### config.mk
export PLATFORM = sky130hd
export DESIGN_NAME = tbus_arbiter_2req
export DESIGN_NICKNAME = d
export VERILOG_FILES = /design/src/rtl/tbus_arbiter_2req.sv
export SDC_FILE = /design/constraint.sdc
export NUM_CORES = 1
export LEC_CHECK = 0
export ABC_AREA = 1
export BUFFER_PORTS_ARGS = -buffer_cell sky130_fd_sc_hd__buf_2
export CORE_AREA = 2 2 39 41
export CTS_BUF_LIST = sky130_fd_sc_hd__clkbuf_8
export CTS_CLUSTER_SIZE = 10
export DETAILED_ROUTE_END_ITERATION = 6
export DIE_AREA = 0 0 41 43
export GPL_TIMING_DRIVEN = 0
export PLACE_DENSITY = 0.69
export SLEW_MARGIN = 0
export SYNTH_ARGS = -nofsm -noshare
export SYNTH_HDL_FRONTEND = slang
export SYNTH_SLANG_ARGS = --single-unit
### constraint.sdc
create_clock -name clk -period 3.8 [get_ports clk]
set_input_delay 0.38 -clock clk [delete_from_list [all_inputs] [get_ports clk]]
set_output_delay 0.38 -clock clk [all_outputs]
set_load 0.02 [all_outputs]
### src/rtl/tbus_arbiter_2req.sv
// Two-requester round-robin arbiter for a shared tristate bus, with bounded bursts
// and a one-cycle dead gap between owners so the bus drivers never overlap.
module tbus_arbiter_2req #(
    parameter int MAX_BURST = 4,
    parameter int CW        = 3
) (
    input  logic          clk,
    input  logic          rst_n,
    input  logic [1:0]    req,
    output logic [1:0]    gnt,
    output logic          sel,
    output logic          bus_en,
    output logic          gap,
    output logic [CW-1:0] burst_cnt
);

    localparam logic [CW-1:0] CNT_MAX = CW'(MAX_BURST - 1);

    typedef enum logic [1:0] {
        S_IDLE,
        S_OWN0,
        S_OWN1,
        S_GAP
    } state_t;

    state_t        r_state;
    state_t        w_next;
    state_t        w_pick;
    logic          r_last_owner;
    logic          r_sel;
    logic [CW-1:0] r_burst_cnt;
    logic          w_enter_own;
    logic          w_stay_own;

    // Arbitration from IDLE or GAP; ties go to whoever did not own the bus last.
    always_comb begin
        w_pick = S_IDLE;
        case (req)
            2'b01:   w_pick = S_OWN0;
            2'b10:   w_pick = S_OWN1;
            2'b11:   w_pick = r_last_owner ? S_OWN0 : S_OWN1;
            default: w_pick = S_IDLE;
        endcase
    end

    always_comb begin
        w_next = r_state;
        case (r_state)
            S_IDLE: w_next = w_pick;
            S_OWN0: begin
                if (!req[0] || (r_burst_cnt == CNT_MAX && req[1]))
                    w_next = S_GAP;
            end
            S_OWN1: begin
                if (!req[1] || (r_burst_cnt == CNT_MAX && req[0]))
                    w_next = S_GAP;
            end
            S_GAP:   w_next = w_pick;
            default: w_next = S_IDLE;
        endcase
    end

    assign w_enter_own = ((r_state == S_IDLE) || (r_state == S_GAP)) &&
                         ((w_next == S_OWN0) || (w_next == S_OWN1));
    assign w_stay_own  = ((r_state == S_OWN0) || (r_state == S_OWN1)) && (w_next == r_state);

    always_ff @(posedge clk or negedge rst_n) begin
        if (!rst_n) begin
            r_state      <= S_IDLE;
            r_last_owner <= 1'b1;
            r_sel        <= 1'b0;
            r_burst_cnt  <= '0;
        end else begin
            r_state <= w_next;

            // sel only moves when a new owner is granted, never while driving.
            if (w_enter_own)
                r_sel <= (w_next == S_OWN1);

            if (w_stay_own && r_burst_cnt != CNT_MAX)
                r_burst_cnt <= r_burst_cnt + CW'(1);
            else if (!w_stay_own)
                r_burst_cnt <= '0;

            if (r_state == S_OWN0 && w_next == S_GAP)
                r_last_owner <= 1'b0;
            else if (r_state == S_OWN1 && w_next == S_GAP)
                r_last_owner <= 1'b1;
        end
    end

    always_comb begin
        gnt    = 2'b00;
        bus_en = 1'b0;
        gap    = 1'b0;
        case (r_state)
            S_OWN0: begin
                gnt    = 2'b01;
                bus_en = 1'b1;
            end
            S_OWN1: begin
                gnt    = 2'b10;
                bus_en = 1'b1;
            end
            S_GAP:   gap = 1'b1;
            default: gnt = 2'b00;
        endcase
    end

    assign sel       = r_sel;
    assign burst_cnt = r_burst_cnt;

endmodule
==> metrics <==
status completed; sum of negative setup slack 0 ns; Hold Violations, Final 0; DRT Pass-1 Iters 4; XOR/XNOR Fraction of Synth Area 0%; R2R setup slack 1.76 ns; uppermost layer routed met4; met2 WL 440 um; main combinational cell family by area after synthesis simple AND/OR/NAND/NOR gates; IO Port Bufs 11; vias per cell 4.82; H-tree depth 1; clock root buffer clkbuf_8; Hold/Removal Path Class in2async; commonest non-fill, non-tap cells in the layout inv_1 (17), nand2_1 (13), buf_2 (11), nand3_1 (7), ha_1 (7); layout cells sized above 1 21.3%; largest net degree at the start of global routing 8; clk slew on worst S/H paths 0.04 ns; setup ws final 1.76 ns; DR vias 463; TritonCTS Sinks 7; Mapped Cells 64; CTS tree done; fin nets 92; clk_skew 0.00171 ns; Rel. slew slack 84.8%; final WL 935 um; reg-to-reg endpoint sel; Synth Area in Adders 17.5%; Core Box Area 1380 um2; Syn-to-layout area delta 26.1%; syn avg cell area 7.80 um2; Worst Path Class, Setup reg2reg; Crit Path Max Fanout 6; peak supply drop 502 uV; chip height 43 um; cell area after synthesis 499 um2; Fmax achieved 0.489 GHz; hold_buf cts 1; placer's final routability congestion estimate 0.764; Seq cells post-synth 7; DRC 0; GR Overflow Total 0; antenna cells 0; final worst path period share 53.8%; initial antenna violation count 0; Critical Path AT 2.14 ns; CTS buffer count 3; compound-cell area share of the yosys netlist 7.27%; post-synthesis mux area share 0%; worst slack, placed 1.77 ns; CTS max path bufs 2; final worst path period need 2.04 ns; worst path required time 3.89 ns; vias in the first global route 416; Lkg Pwr 0.373 nW; post-synthesis sequential area ratio 35.3%; final setup vio count 0; Total GRT Usage 13.5%; Fillers 141; RSZ-0062 raised after global routing false; Top Ports 12; Yosys warnings 0; Initial Util 36.1%; simple-gate area share of the yosys netlist 27.8%; M1 wire length 454 um; origin of the critical flop-to-flop path r_state[0]; final slew viol count 0; max cap viols 0; Worst-Skew Late Latency 0.22 ns; ANT nets after route 0; Mapped Nets 75; actual slew at the worst max-slew pin 0.228 ns; DRC violation total after the first TritonRoute iteration 7; Yosys cell types 12; Crit. End Element register; critical path launch point type register; CTS resizes 0; routed length on met3 33 um; Rows 14; chip width 41 um; most common cell after layout, fill and taps aside inv_1; Setup Buffers After CTS 0; final hold slack 0.520 ns; DR WL/cell 9.74 um; PD cells 983 nW/um2; Reg2Reg Depth 11; post-DP HPWL 764 um; global-route wire length before repair 1640 um; Die ar. 1760 um2
## registers in the layout, summed over array words and instances (netlist names)
register      count
sel               1
r_last_owner      1
burst_cnt         3
r_state           2
## through the flow
| step | total power, mW | util, % | area, um2 | std cells |
|---|---|---|---|---|
| 6_report | 0.619 | 45.5 | 629 | 96 |
| 5_1_grt | 0.681 | 45.5 | 629 | 96 |
| 4_1_cts | 0.623 | 45.5 | 629 | 96 |
| 3_5_place_dp | 0.521 | 41.5 | 574 | 91 |
| 3_3_place_gp | 0.512 | 41.5 | 574 | 91 |
| 2_1_floorplan | 0.431 | - | 499 | 64 |
## synthesized netlist by cell type
| library cell | n | area, um2 |
|---|---|---|
| inv_1 | 16 | 60.1 |
| nand2_1 | 13 | 48.8 |
| ha_1 | 7 | 87.6 |
| nand3_1 | 7 | 35.0 |
| dfrtp_1 | 6 | 150 |
| nand4_1 | 6 | 37.5 |
| a21oi_1 | 3 | 15.0 |
| a31oi_1 | 2 | 12.5 |
| a22o_1 | 1 | 8.76 |
| dfstp_2 | 1 | 26.3 |
| nor2_2 | 1 | 6.26 |
| nor2_4 | 1 | 11.3 |
## metal layers
layer  vias to the layer above  GRT usage, %
met5                         -             0
met1                       210          19.1
met4                         0          8.00
met2                        11          19.1
met3                         2          1.57
li1                        240             -
## worst max-delay path, cell delays in order, from the launching register on
cell	delay, ns
dfrtp_1	0.39
inv_1	0.10
ha_1	0.39
nand2_1	0.10
inv_1	0.04
a21oi_1	0.14
nand2_1	0.09
nand2_1	0.09
inv_1	0.06
ha_1	0.30
a21oi_1	0.15
a31oi_1	0.05
## cell families (layout without fill, tap and decap cells)
family	Yosys count	after routing
DFF	7	7
buffers and inverters	16	32
adders and majority gates	7	7
and+or+nand+nor	28	28
AOI/OAI and AO/OA	6	6
## layout make-up
cell class | count | area [um2] | area share, %
Clock buffer | 3 | 41.3 | 6.56
Timing Repair Buffer | 12 | 65.1 | 10.3
Tap cell | 16 | 20.0 | 3.18
Multi-Input combinational cell | 41 | 263 | 41.7
Inverter | 16 | 60.1 | 9.54
Clock inverter | 1 | 3.75 | 0.596
Sequential cell | 7 | 176 | 28.0
## power by group
| part | switching, mW | total, mW | leakage [nW] | internal, mW |
|---|---|---|---|---|
| logic | 0.252 | 0.385 | 0.259 | 0.133 |
| clock network | 0.0291 | 0.0986 | 0.0269 | 0.0695 |
| registers | 0.0261 | 0.136 | 0.0868 | 0.109 |
## worst max-delay path by stage
stage / startpoint / end
2_1_floorplan: burst_cnt[0] / sel
3_3_place_gp: r_state[0] / sel
3_5_place_dp: r_state[0] / sel
4_1_cts: r_state[0] / sel
5_1_grt: r_state[0] / sel
6_report: r_state[0] / sel
Note: power is estimated with default switching activity, not from simulation.
